File: config.mk
export PLATFORM = sky130hd
export DESIGN_NAME = ntt_sched
export DESIGN_NICKNAME = d
export VERILOG_FILES = /design/src/rtl/ntt_sched.sv
export SDC_FILE = /design/constraint.sdc
export NUM_CORES = 1
export LEC_CHECK = 0
export CORE_MARGIN = 2
export CORE_UTILIZATION = 25
export DETAILED_ROUTE_END_ITERATION = 6
export HOLD_SLACK_MARGIN = 0.08
export SKIP_CTS_REPAIR_TIMING = 1
export SYNTH_ARGS = -nofsm -noshare
export SYNTH_HDL_FRONTEND = slang
export SYNTH_SLANG_ARGS = --single-unit
File: constraint.sdc
create_clock -name clk -period 4.3 [get_ports clk]
set_input_delay 0.43 -clock clk [delete_from_list [all_inputs] [get_ports clk]]
set_output_delay 0.43 -clock clk [all_outputs]
set_load 0.01 [all_outputs]
File: src/rtl/ntt_sched.sv
`default_nettype none
// ============================================================================
// Module   : ntt_sched
// Brief    : NTT/INTT schedule controller. Issues butterfly read addresses,
//            twiddle indices and op codes, and a PIPE-delayed write-back path.
// Revision : 1.0 - initial release
// ============================================================================
module ntt_sched #(
    parameter int LOG_N    = 8,
    parameter int PIPE     = 5,
    parameter int SCALE_EN = 1
) (
    input  logic             clk,
    input  logic             rst_n,
    input  logic             start,
    input  logic             mode,
    output logic             busy,
    output logic             done,
    output logic             rd_en,
    output logic [LOG_N-1:0] rd_addr_a,
    output logic [LOG_N-1:0] rd_addr_b,
    output logic [LOG_N-2:0] tw_addr,
    output logic [1:0]       bf_op,
    output logic             wr_en,
    output logic [LOG_N-1:0] wr_addr_a,
    output logic [LOG_N-1:0] wr_addr_b,
    output logic [2:0]       layer
);

    localparam int c_HALF = 1 << (LOG_N - 1);
    localparam int c_LL_W = $clog2(LOG_N + 1);
    localparam int c_D_W  = (PIPE > 1) ? $clog2(PIPE) : 1;

    localparam logic [LOG_N-2:0]  c_B_LAST    = '1;
    localparam logic [LOG_N-2:0]  c_B_ONE     = (LOG_N-1)'(1);
    localparam logic [c_D_W-1:0]  c_D_ONE     = c_D_W'(1);
    localparam logic [c_D_W-1:0]  c_D_LAST    = c_D_W'(PIPE - 1);
    localparam logic [2:0]        c_S_LAST    = 3'(LOG_N - 2);
    localparam logic [2:0]        c_LAY_SCALE = 3'(LOG_N - 1);
    localparam logic [LOG_N-1:0]  c_A_ONE     = LOG_N'(1);
    localparam logic [LOG_N-1:0]  c_HALF_A    = LOG_N'(c_HALF);
    localparam logic [c_LL_W-1:0] c_LL_ONE    = c_LL_W'(1);
    localparam logic [c_LL_W-1:0] c_LL_LAST   = c_LL_W'(LOG_N - 1);

    typedef enum logic [1:0] {
        S_IDLE  = 2'd0,
        S_ISSUE = 2'd1,
        S_DRAIN = 2'd2,
        S_DONE  = 2'd3
    } state_t;

    state_t           r_state, w_state_nxt;
    logic             r_mode, w_mode_nxt;
    logic             r_scale, w_scale_nxt;
    logic [2:0]       r_s, w_s_nxt;
    logic [LOG_N-2:0] r_b, w_b_nxt;
    logic [c_D_W-1:0] r_d, w_d_nxt;

    always_ff @(posedge clk or negedge rst_n) begin
        if (!rst_n) begin
            r_state <= S_IDLE;
            r_mode  <= 1'b0;
            r_scale <= 1'b0;
            r_s     <= '0;
            r_b     <= '0;
            r_d     <= '0;
        end else begin
            r_state <= w_state_nxt;
            r_mode  <= w_mode_nxt;
            r_scale <= w_scale_nxt;
            r_s     <= w_s_nxt;
            r_b     <= w_b_nxt;
            r_d     <= w_d_nxt;
        end
    end

    always_comb begin
        w_state_nxt = r_state;
        w_mode_nxt  = r_mode;
        w_scale_nxt = r_scale;
        w_s_nxt     = r_s;
        w_b_nxt     = r_b;
        w_d_nxt     = r_d;
        case (r_state)
            S_IDLE: begin
                if (start) begin
                    w_state_nxt = S_ISSUE;
                    w_mode_nxt  = mode;
                    w_scale_nxt = 1'b0;
                    w_s_nxt     = '0;
                    w_b_nxt     = '0;
                    w_d_nxt     = '0;
                end
            end
            S_ISSUE: begin
                w_b_nxt = r_b + c_B_ONE;
                if (r_b == c_B_LAST) begin
                    w_state_nxt = S_DRAIN;
                    w_b_nxt     = '0;
                    w_d_nxt     = '0;
                end
            end
            S_DRAIN: begin
                w_d_nxt = r_d + c_D_ONE;
                // Leave DRAIN only once every write of this pass has landed.
                if (r_d == c_D_LAST) begin
                    w_d_nxt = '0;
                    if (!r_scale && (r_s != c_S_LAST)) begin
                        w_s_nxt     = r_s + 3'd1;
                        w_state_nxt = S_ISSUE;
                    end else if (!r_scale && r_mode && (SCALE_EN != 0)) begin
                        w_scale_nxt = 1'b1;
                        w_state_nxt = S_ISSUE;
                    end else begin
                        w_state_nxt = S_DONE;
                    end
                end
            end
            S_DONE: begin
                w_state_nxt = S_IDLE;
                w_s_nxt     = '0;
                w_scale_nxt = 1'b0;
            end
            default: w_state_nxt = S_IDLE;
        endcase
    end

    // Butterfly span is len = 1 << w_ll; group/offset are a shift and a mask.
    logic [c_LL_W-1:0] w_ll;
    logic [LOG_N-1:0]  w_bext, w_len, w_g, w_off, w_pa, w_pb;
    logic [LOG_N-2:0]  w_tw_ntt, w_tw_intt;

    always_comb begin
        w_ll      = r_mode ? (c_LL_W'(r_s) + c_LL_ONE) : (c_LL_LAST - c_LL_W'(r_s));
        w_bext    = {1'b0, r_b};
        w_len     = c_A_ONE << w_ll;
        w_g       = w_bext >> w_ll;
        w_off     = w_bext & (w_len - c_A_ONE);
        w_pa      = ((w_g << w_ll) << 1) | w_off;
        w_pb      = w_pa + w_len;
        w_tw_ntt  = (LOG_N-1)'((c_A_ONE << r_s) + w_g);
        w_tw_intt = (LOG_N-1)'((c_HALF_A >> r_s) - c_A_ONE - w_g);
    end

    always_comb begin
        busy      = (r_state != S_IDLE);
        done      = (r_state == S_DONE);
        rd_en     = (r_state == S_ISSUE);
        rd_addr_a = '0;
        rd_addr_b = '0;
        tw_addr   = '0;
        bf_op     = 2'b00;
        layer     = r_scale ? c_LAY_SCALE : r_s;
        if (rd_en) begin
            if (r_scale) begin
                rd_addr_a = w_bext;
                rd_addr_b = w_bext + c_HALF_A;
                bf_op     = 2'b10;
            end else begin
                rd_addr_a = w_pa;
                rd_addr_b = w_pb;
                tw_addr   = r_mode ? w_tw_intt : w_tw_ntt;
                bf_op     = {1'b0, r_mode};
            end
        end
    end

    // Write-back delay line; shifts in every state so the last pass drains.
    logic             r_dl_en [PIPE];
    logic [LOG_N-1:0] r_dl_a  [PIPE];
    logic [LOG_N-1:0] r_dl_b  [PIPE];

    always_ff @(posedge clk or negedge rst_n) begin
        if (!rst_n) begin
            for (int i = 0; i < PIPE; i++) begin
                r_dl_en[i] <= 1'b0;
                r_dl_a[i]  <= '0;
                r_dl_b[i]  <= '0;
            end
        end else begin
            r_dl_en[0] <= rd_en;
            r_dl_a[0]  <= rd_addr_a;
            r_dl_b[0]  <= rd_addr_b;
            for (int i = 1; i < PIPE; i++) begin
                r_dl_en[i] <= r_dl_en[i-1];
                r_dl_a[i]  <= r_dl_a[i-1];
                r_dl_b[i]  <= r_dl_b[i-1];
            end
        end
    end

    assign wr_en     = r_dl_en[PIPE-1];
    assign wr_addr_a = r_dl_a[PIPE-1];
    assign wr_addr_b = r_dl_b[PIPE-1];

endmodule
`default_nettype wire

=== Word-level counts from Yosys, hierarchy flattened ===
Cells that the tools add are included.

* Register bits: 102
* Output and inout port bits: 48
* Word-level logic and storage cells: 97

* Add/sub/neg operators: 11
* Eq/ne operators: 12
* Shift-type cells: 5
* Muxes and demuxes: 32
* Bitwise logic cells: 2
* Reduce and logical (&&, ||, !) cells: 14

{| class="wikitable"
|+ Operator list
! kind !! count
|-
| 2-to-1 mux 7 bit || 5
|-
| 2-to-1 mux 8 bit || 4
|-
| 2-to-1 mux 3 bit || 6
|-
| case mux 3 bit (3 select lines) || 2
|-
| 2-to-1 mux 2 bit || 7
|-
| case mux 7 bit (2 select lines) || 1
|-
| inequality test 2 bit, second input constant || 5
|-
| adder 7 x 8 -> 8 bit, second input constant || 1
|-
| adder 8 bit || 1
|-
| AND 7 x 8 -> 8 bit || 1
|-
| OR 8 bit || 1
|-
| case mux 2 bit (4 select lines) || 1
|-
| left shift 1 x 4 -> 8 bit, first input constant || 1
|-
| left shift 8 x 4 -> 7 bit || 1
|-
| >> shifter 7 x 4 -> 8 bit || 1
|-
| >> shifter 8 x 3 -> 7 bit, first input constant || 1
|-
| subtractor 8 x 1 -> 8 bit, second input constant || 1
|-
| adder 7 x 1 -> 7 bit, second input constant || 1
|-
| adder 7 bit || 1
|-
| equality test 7 bit, second input constant || 1
|-
| left shift 1 x 3 -> 7 bit, first input constant || 1
|-
| subtractor 7 x 1 -> 7 bit, second input constant || 1
|-
| subtractor 7 bit || 1
|-
| adder 3 x 1 -> 3 bit, second input constant || 2
|-
| 19 further kinds || 28
|}

=== Longest topological paths before layout ===
Gate-level depths: netlist (run 1).

* Depth in word-level cells: 9
* Depth in mapped cells: 19
* Gate-level depth less buffers: 17

=== Least setup slack after synthesis (run 1) ===
Ideal clock, no wire load.

* Kind: register -> output
* From: register r_s[0]
* To: output port rd_addr_b[6]
* Arrival time: 3741 ps
* Path slack: 129 ps
* Cell stages (with the launch flop): 18
* Buffers on the path: 2
* Path through: dfrtp_1 -> buf_2 -> buf_2 -> inv_2 -> ha_1 -> nor2_1 -> a21oi_1 -> or2_2 -> ha_1 -> xnor2_1 -> nand2_1 -> nand2_1 -> ha_1 -> nor2b_1 -> o21ai_0 -> a21boi_0 -> o21a_1 -> o311ai_0

* Cells in the longest elaborated chain, start to end: 9

{| class="wikitable"
|+ Ends and longest elaborated chain
! element !! line !! text
|-
| start: declaration || 55 || <nowiki>logic [2:0] r_s, w_s_nxt;</nowiki>
|-
| start signal: assignment || 71 || <nowiki>r_s <= w_s_nxt;</nowiki>
|-
| subtractor 3 x 3 -> 4 bit / adder 3 x 1 -> 4 bit (equally long branches) || 134 || <nowiki>w_ll = r_mode ? (c_LL_W'(r_s) + c_LL_ONE) : (c_LL_LAST - c_LL_W'(r_s));</nowiki>
|-
| 2-to-1 mux 4 bit * || 134 ||
|-
| left shift 1 x 4 -> 8 bit || 136 || <nowiki>w_len = c_A_ONE << w_ll;</nowiki>
|-
| subtractor 8 x 1 -> 8 bit || 138 || <nowiki>w_off = w_bext & (w_len - c_A_ONE);</nowiki>
|-
| AND 7 x 8 -> 8 bit || 138 ||
|-
| OR 8 bit || 139 || <nowiki>w_pa = ((w_g << w_ll) << 1) | w_off;</nowiki>
|-
| adder 8 bit * || 140 || <nowiki>w_pb = w_pa + w_len;</nowiki>
|-
| 2-to-1 mux 8 bit * || 155 || <nowiki>if (r_scale) begin</nowiki>
|-
| 2-to-1 mux 8 bit * || 154 || <nowiki>if (rd_en) begin</nowiki>
|-
| end: declaration || 21 || <nowiki>output logic [LOG_N-1:0] rd_addr_b,</nowiki>
|}

Mark *: on every way between the ends. The rest lies on a longest branch, timed or not.

=== Worst setup path after layout (run 1) ===
* From: register r_s[1]
* To: output port rd_addr_b[7]

Same word-level chain as after synthesis.

==> impl.org, run 1 <==
** Detailed routing
- Detailed-route DRC error count :: 0
- Using the TritonRoute via totals, the vias-per-cell ratio works out to 4.48.
- First-pass DRT Iterations :: 4
- Routed length per instance :: 14.5 µm
- Overall routed net length :: 13800 µm
- Total number of vias :: 4243
- Number of nets still failing antenna checks after routing :: 0
- For this block, the initial DRC count from the detailed router was 218.

** Final layout
- 0 antenna diodes ended up in the layout.
- Summing all non-filler instances in the final layout gives an area of 7390 µm².
- Layout filler cell count :: 2128
- Most frequent standard cell in the layout excluding fill and tap cells :: sky130_fd_sc_hd__buf_4
- Fraction of layout cells with a size suffix above 1 :: 31.5%
- Area used by multi-input combinational logic :: 2660 µm²
- The finished layout holds 948 standard cells, fillers aside.
- In the final layout, flip-flops and latches occupy 2550 µm².
- Highest-count cells in the layout ignoring fill and taps :: 115 x sky130_fd_sc_hd__buf_4, 101 x sky130_fd_sc_hd__dfrtp_1, 46 x sky130_fd_sc_hd__nand2_1, 39 x sky130_fd_sc_hd__clkdlybuf4s50_1, 37 x sky130_fd_sc_hd__nor2_1
- Finished Core Util :: 35.4%
- The final layout contains 708 nets.
- Layout overhead on the synthesized area :: 40.1%

** Synth
- In the synthesized netlist the dominant register cell turns out to be sky130_fd_sc_hd__dfrtp_1.
- FF+latch count, synth :: 102
- Summing the sequential cell areas from Yosys gives 48.4% of the chip area.
- Synthesis produced a netlist with a net count of 568.
- Post-synth ARST share :: 100%
- Yosys printed 0 warnings.
- Number of cells produced by synthesis :: 528
- A synthesized cell averages 9.99 µm².
- Post-Synthesis Cell Area :: 5270 µm²
- Number of unique standard cell types used by synthesis :: 68
- EDFF count, synth :: 0

** GRT
- Global routing used 12.3% of the available tracks across all layers.
- Overflow after GRT :: 0
- Entering global routing, the biggest net connects 68 pins.
- The initial antenna violation count is 0.
- The number of global-route vias before repair was 4087.
- Global-route wire length before repair :: 21300 µm

** Outcome
- Violations in the final reports :: negative setup slack
- The flow ran to the end, but the final reports show violations.

** STA
- Endpoints failing hold :: 0
- The worst path uses 102% of the clock period.
- Actual transition at the worst max-transition pin :: 1.13 ns
- Period minus WS final :: 4.38 ns
- Headroom to the max-slew limit came out at 23.7%.
- For the final database, setup skew stands at 0.0104 ns.
- Final hold analysis gives a worst-case slack of 0.179 ns.
- Setup-violating endpoint count in the final report :: 1
- Derived from the worst setup path, the maximum achievable clock frequency is 228 MHz.
- RSZ-0062 raised after global routing :: true
- Number of max-slew violations in the final report :: 0
- PnR worst setup slack :: -0.0820 ns

** Worst setup path
- At the worst endpoint, the required time is 3.87 ns.
- Critical path launch point type :: flop
- Arrival time reported for the critical path endpoint :: 3.95 ns
- Timing startpoint of the critical path :: r_s[1]$_DFFE_PN0P_
- Along the worst path, the maximum fanout reaches 3.
- The number of cells on the worst reg-to-reg path is 19.
- The worst register-to-register path ends at r_dl_b[39]$_DFF_PN0_.
- Following the worst setup path forward leads to its endpoint at rd_addr_b[7].
- R2r setup slk :: 0.73 ns
- Startpoint of the most critical register-to-register path :: r_s[1]$_DFFE_PN0P_
- STA classifies the critical path endpoint as a primary output.
- By startpoint and endpoint, the worst setup path is classified as reg -> out.

** Placement
- IO Port Bufs :: 51
- Placed cell area :: 6680 µm²
- Post-detailed-placement half-perimeter wirelength :: 10000 µm
- Placer's final routability congestion estimate :: 0.892
- Post-placement cell count :: 920

** Clock tree
- Number of buffers created by CTS :: 9
- H-tree level count :: 3
- Clock tree synthesis found a total of 102 sinks.
- After clock tree synthesis, the clock-pin slew on the worst setup and hold paths is 0.07 ns.
- The later pin in the worst-skew pair is clocked with a latency of 0.35 ns.
- TritonCTS built the clock tree.
- The tree is rooted in a sky130_fd_sc_hd__clkbuf_16.
- Longest Clk Path Bufs :: 2

** Die
- For this configuration, the core starts out at a cell density of 25.2%.
- The die covers 22300 µm².
- Core Area :: 20900 µm²
- Y dimension of the die :: 149 µm
- Width of the die :: 149 µm
- For this design the top-level I/O count stands at 52.
- After floorplanning, the core was divided into 53 placement rows.

** Power
- Total power per unit cell area :: 244 nW/µm²
- Summed over all cells, the static leakage comes to 0.00336 µW.
- Power, Total :: 1800 µW
- Worst VDD drop :: 131 µV

** Flow run
- # Max-Cap Violations :: 0

** Hold path
- Type of the worst min-delay path :: in -> async
[state kept, by name (all words and copies together) (netlist names)]
register	cells
r_dl_a	32
r_dl_en	4
r_d	3
r_scale	1
wr_addr_a	8
r_s	3
r_state	2
wr_addr_b	8
r_mode	1
wr_en	1
r_dl_b	32
r_b	7
[layout make-up]
type / instances / share of cell area [%]
multi-input combinational: 350 / 36.0
sequential: 102 / 34.6
tap: 275 / 4.66
clock inverter: 5 / 0.779
inverter: 38 / 1.95
clock buffer: 11 / 3.28
timing repair buffer: 167 / 18.7
[cells by family (layout without fill, tap and decap cells)]
group,Yosys count,in the layout,share of synthesized area (%)
simple gates,147,147,13.1
compound gates,141,141,17.8
flops,102,102,48.4
buf+inv,76,221,7.07
fa+ha+maj,36,36,8.97
xor+xnor,13,13,2.16
mux,12,12,2.42
other cells,1,1,0.0711
[report_power, final]
group | switching, µW | leakage [µW] | internal, µW
registers | 1.88 | 0.00111 | 964
clock network | 343 | 0.000150 | 468
logic | 20.7 | 0.00210 | 6.11
[per-stage QoR]
step	setup WS, ns	TNS, ns
finish	-0.0820	-0.0820
global route	-0.244	-0.768
CTS	-0.725	-4.74
detailed placement	-0.312	-1.13
global placement	-0.310	-1.04
floorplan	0.129	0
[critical path, cell delays in order, from the launching register on]
cell and delay (ns):
sky130_fd_sc_hd__dfrtp_1 0.42, sky130_fd_sc_hd__ha_4 0.19, sky130_fd_sc_hd__ha_4 0.28, sky130_fd_sc_hd__buf_6 0.10, sky130_fd_sc_hd__and2b_2 0.23, sky130_fd_sc_hd__o211ai_2 0.24
sky130_fd_sc_hd__buf_4 0.16, sky130_fd_sc_hd__o211ai_1 0.11, sky130_fd_sc_hd__xnor2_1 0.15, sky130_fd_sc_hd__nand2_1 0.11, sky130_fd_sc_hd__nand2_2 0.08, sky130_fd_sc_hd__ha_4 0.27
sky130_fd_sc_hd__o21ai_0 0.07, sky130_fd_sc_hd__nor2_1 0.23, sky130_fd_sc_hd__o41ai_4 0.09, sky130_fd_sc_hd__buf_4 0.15, sky130_fd_sc_hd__xor2_1 0.15, sky130_fd_sc_hd__a31o_1 0.23
sky130_fd_sc_hd__a31oi_1 0.13, sky130_fd_sc_hd__buf_4 0.14, sky130_fd_sc_hd__buf_6 0.09
[metal layers]
layer  GRT usage, %  vias up  share of wire, %  wire length (µm)
met5              0        -                 0                 0
met4           4.10        0               1.5               202
met3           2.63       16               4.5               614
met2           19.7       95                48              6570
met1           16.6     2036                46              6400
li1               -     2096                 -                 -
[Yosys cell counts, drive strengths merged (5+ instances only)]
cell    count  area, µm²
a21boi      5       41.3
a21o        7       52.6
a21oi      29        153
a31oi       7       43.8
and2        5       31.3
buf        26        184
clkbuf     12       45.0
dfrtp     102       2550
ha         33        413
inv        37        139
mux2i       9       93.8
nand2      51        199
nand2b      5       31.3
nand3      12       60.1
nor2       40        150
nor3       13       65.1
o211ai      8       70.1
o21ai      43        219
o31ai       7       52.6
xnor2      11       96.3
[worst min path at each step]
stage	cells after the start	startpoint	slack (ns)	endpoint
2_1_floorplan	0	rst_n	0.13	r_b[0]$_DFFE_PN0P_
3_3_place_gp	0	r_dl_a[35]$_DFF_PN0_	0.33	r_dl_a[27]$_DFF_PN0_
3_5_place_dp	0	r_dl_a[18]$_DFF_PN0_	0.33	r_dl_a[10]$_DFF_PN0_
4_1_cts	1	rst_n	0.20	r_dl_b[8]$_DFF_PN0_
5_1_grt	1	rst_n	0.27	r_dl_b[8]$_DFF_PN0_
6_report	1	rst_n	0.18	r_dl_b[8]$_DFF_PN0_
No activity file was read; power rests on OpenSTA's default activity.
==> inputs of run 2 (changes only) <==
--- a/config.mk
+++ b/config.mk
@@ -5,7 +5,8 @@
 export SDC_FILE = /design/constraint.sdc
 export NUM_CORES = 1
 export LEC_CHECK = 0
-export CORE_MARGIN = 2
+export CORE_ASPECT_RATIO = 0.9
+export CORE_MARGIN = 4
 export CORE_UTILIZATION = 25
 export DETAILED_ROUTE_END_ITERATION = 6
 export HOLD_SLACK_MARGIN = 0.08
==> run 2 against run 1 <==
Against the previous run:
- the flow still finishes with violations (negative setup slack)
- flip-flop and latch count is the same
- sequential power is essentially flat
- final area grew 1.6%
- count of clock-buffer cells in the layout shrank 2
- fmax shrank 0.91%
- wire length grew 0.70%
- die area grew 5.5%
- non-clock buffer count grew 8
- cell count grew 2.0%
- critical endpoint unchanged
- highest routed layer unchanged
==> impl.org, run 2 (same netlist as run 1, synthesis figures left out) <==
** Final layout
- Layout overhead on the synthesized area :: 42.4%
- The repair_antennas step left the layout with diodes totalling 0.
- # nets final :: 716
- In the final layout, the registers with the most flip-flops are r_dl_a: 32 flops, r_dl_b: 32 flops.
- Leaving out filler cells and counting taps, the final layout contains 967.
- Most frequent standard cell in the layout excluding fill and tap cells :: sky130_fd_sc_hd__buf_4
- Layout filler cell count :: 2094
- Leaving out fill and tap cells, the most frequent cells in the layout are 120 x sky130_fd_sc_hd__buf_4, 99 x sky130_fd_sc_hd__dfrtp_1, 45 x sky130_fd_sc_hd__nand2_1, 40 x sky130_fd_sc_hd__clkdlybuf4s50_1, 37 x sky130_fd_sc_hd__nor2_1.
- Fraction of layout cells with a size suffix above 1 :: 33.2%

** Die
- Die footprint :: 23500 µm²
- Std cell rows :: 50
- Measured along the x axis, the die boundary spans 161 µm.
- Core Area :: 20800 µm²
- Y dimension of the die :: 146 µm
- Once the floorplan was initialized, standard cells occupied 25.4% of the core.
- I/O pin count :: 52

** GRT
- Vias in the first global route :: 4212
- Global-route wire length before repair :: 22400 µm
- The initial antenna violation count was 0.
- Largest net degree at the start of global routing :: 77
- Global routing used 11.8% of the available tracks.
- Overflow after GRT :: 0

** Detailed routing
- After detailed routing, the number of remaining DRC violations is 0.
- Routed length per instance :: 14.4 µm
- Number of nets still failing antenna checks after routing :: 0
- First-pass DRT Iterations :: 5
- Using the TritonRoute via totals, the vias-per-cell ratio works out to 4.38.
- The detailed router finished its first iteration with 264 violations.
- Across all layers, the routed design uses 4236 vias.
- After detailed routing, the total wire length is 13900 µm.

** Worst setup path
- The worst setup path is of the reg -> out kind.
- Required time at the worst-slack endpoint :: 3.87 ns
- Of all nets on the critical path, the largest fanout is 5.
- The worst register-to-register path begins at r_s[0]$_DFFE_PN0P_.
- The number of cells on the worst reg-to-reg path is 16.
- STA classifies the critical path startpoint as a flop.
- Crit end category :: primary output
- Data arrives at the worst endpoint at 3.99 ns.
- The worst register-to-register path ends at r_dl_b[39]$_DFF_PN0_.
- In this run the register-to-register setup slack is 0.69 ns.

** Clock tree
- The H-tree generated during clock tree synthesis spans 3 levels.
- Clock-pin slew on the worst setup and hold paths :: 0.07 ns
- The tree is rooted in a sky130_fd_sc_hd__clkbuf_16.
- Counting the buffers created by CTS gives 9.
- CTS tree :: built
- Longest Clk Path Bufs :: 2
- Clock latency on the worst-skew pair, taken at its later pin, is 0.35 ns.
- Clk sinks :: 102

** STA
- The worst path in the final design needs a cycle of 4.42 ns, including I/O delays and setup.
- Achievable frequency :: 226 MHz
- At the pin with the least slew margin, the transition time is 1.21 ns.
- Number of max-slew violations in the final report :: 0
- The tightest hold path in the finished design has a slack of 0.195 ns.
- In this run the tightest slew margin relative to its limit is 18.9%.
- Share of the cycle needed by the critical path after routing :: 103%
- PnR worst setup slack :: -0.122 ns
- The number of hold violations in the final report is 0.
- Setup violations remaining at the end of the flow were counted as 1.
- Setup repair after global routing could not meet its margin everywhere.
- Clock skew on the completed layout was measured at 0.00472 ns.

** Power
- The share of total power dissipated in combinational logic is 1.5%.
- Net switching is 23.0% of the power.
- Worst VDD drop :: 218 µV
- Cell internal power was estimated by the tool at 1390 µW.
- Clock network power share :: 44.9%
- For this design the total switching power over the nets is 415 µW.
- Per report_power, the sequential group accounts for 53.6% of the total.
- Total power for the finished layout comes to 1800 µW.
- Static Leakage :: 0.00339 µW
- Total power per unit cell area :: 240 nW/µm²

** Placement
- Timing analysis after detailed placement gives a worst setup slack of -0.548 ns.
- During placement, the flow inserted port buffers numbering 51.
- Post-placement cell count :: 941
- The HPWL after detailed placement is 10400 µm.
- Placer's final routability congestion estimate :: 0.915

** Outcome
- The run finished, with violations left.
- The checks that failed: negative setup slack.

** Hold path
- Type of the worst min-delay path :: in -> async

** Flow run
- Max-cap violations in this run came to 0.
==> run 2: cell types whose count changed in the layout (fill, tap and decap cells not counted), moves of 2 or more <==
cell / before / now
sky130_fd_sc_hd__o21ai_2: 3 / 6
sky130_fd_sc_hd__dfrtp_1: 101 / 99
sky130_fd_sc_hd__a21oi_4: 0 / 2
sky130_fd_sc_hd__buf_6: 4 / 7
sky130_fd_sc_hd__a21oi_2: 13 / 15
sky130_fd_sc_hd__clkinv_2: 3 / 1
sky130_fd_sc_hd__buf_4: 115 / 120
sky130_fd_sc_hd__ha_4: 9 / 7
sky130_fd_sc_hd__clkinv_8: 0 / 4
sky130_fd_sc_hd__ha_1: 23 / 25
sky130_fd_sc_hd__a21oi_1: 16 / 12
sky130_fd_sc_hd__dfrtp_2: 1 / 3
==> run 2: worst max-delay path, stage by stage, from the launching register on <==
cell	delay [ns]
sky130_fd_sc_hd__dfrtp_2	0.44
sky130_fd_sc_hd__ha_4	0.18
sky130_fd_sc_hd__ha_4	0.23
sky130_fd_sc_hd__nand2b_4	0.17
sky130_fd_sc_hd__a21boi_4	0.20
sky130_fd_sc_hd__o211ai_2	0.13
sky130_fd_sc_hd__buf_6	0.15
sky130_fd_sc_hd__a21oi_4	0.15
sky130_fd_sc_hd__o22ai_1	0.12
sky130_fd_sc_hd__o21ai_1	0.19
sky130_fd_sc_hd__ha_1	0.30
sky130_fd_sc_hd__o21ai_2	0.13
sky130_fd_sc_hd__nor2_2	0.07
sky130_fd_sc_hd__o41ai_4	0.47
sky130_fd_sc_hd__xor2_1	0.13
sky130_fd_sc_hd__a31o_1	0.25
sky130_fd_sc_hd__a31oi_4	0.18
sky130_fd_sc_hd__buf_6	0.13
==> run 2: worst max-delay path by stage <==
stage                  startpoint      endpoint  slack, ns
2_1_floorplan  r_s[0]$_DFFE_PN0P_  rd_addr_b[6]       0.13
3_3_place_gp   r_s[0]$_DFFE_PN0P_    tw_addr[6]      -0.53
3_5_place_dp   r_s[0]$_DFFE_PN0P_    tw_addr[6]      -0.55
4_1_cts        r_s[0]$_DFFE_PN0P_    tw_addr[6]      -0.94
5_1_grt        r_s[0]$_DFFE_PN0P_  rd_addr_b[7]      -0.30
6_report       r_s[0]$_DFFE_PN0P_  rd_addr_b[7]      -0.12
==> run 2: area by class of cell <==
cell class / instances / area, µm² / share of cell area (%)
multi-input cells: 350 / 2680 / 35.7
flip-flops and latches: 102 / 2560 / 34.0
repair buffers: 175 / 1450 / 19.3
well taps: 286 / 358 / 4.77
clock buffers: 9 / 225 / 3.00
inverters: 38 / 146 / 1.95
clock inverters: 7 / 91.3 / 1.22
==> run 2: power by group through the flow <==
stage / logic, µW / clock network, µW / registers (µW)
global route: 32.9 / 875 / 966
global placement: 28.2 / 0 / 984
CTS: 28.8 / 831 / 965
floorplan: 4.44 / 0 / 984
finish: 27.2 / 808 / 965
detailed placement: 28.8 / 0 / 985
==> run 2: layer usage <==
layer	wire length [µm]	part of all wire, %	GRT usage (%)
met5	0	0	0
met1	6960	50	17.0
met2	6170	44	18.1
met4	195	1.4	2.77
met3	555	4.0	2.38
==> run 2: metrics by stage <==
step / area (µm²) / util (%) / setup TNS (ns)
floorplan: 5270 / - / 0
detailed placement: 6770 / 32.6 / -2.02
CTS: 7080 / 34.1 / -6.04
global route: 7510 / 36.2 / -0.597
global placement: 6770 / 32.6 / -1.86
finish: 7510 / 36.2 / -0.122
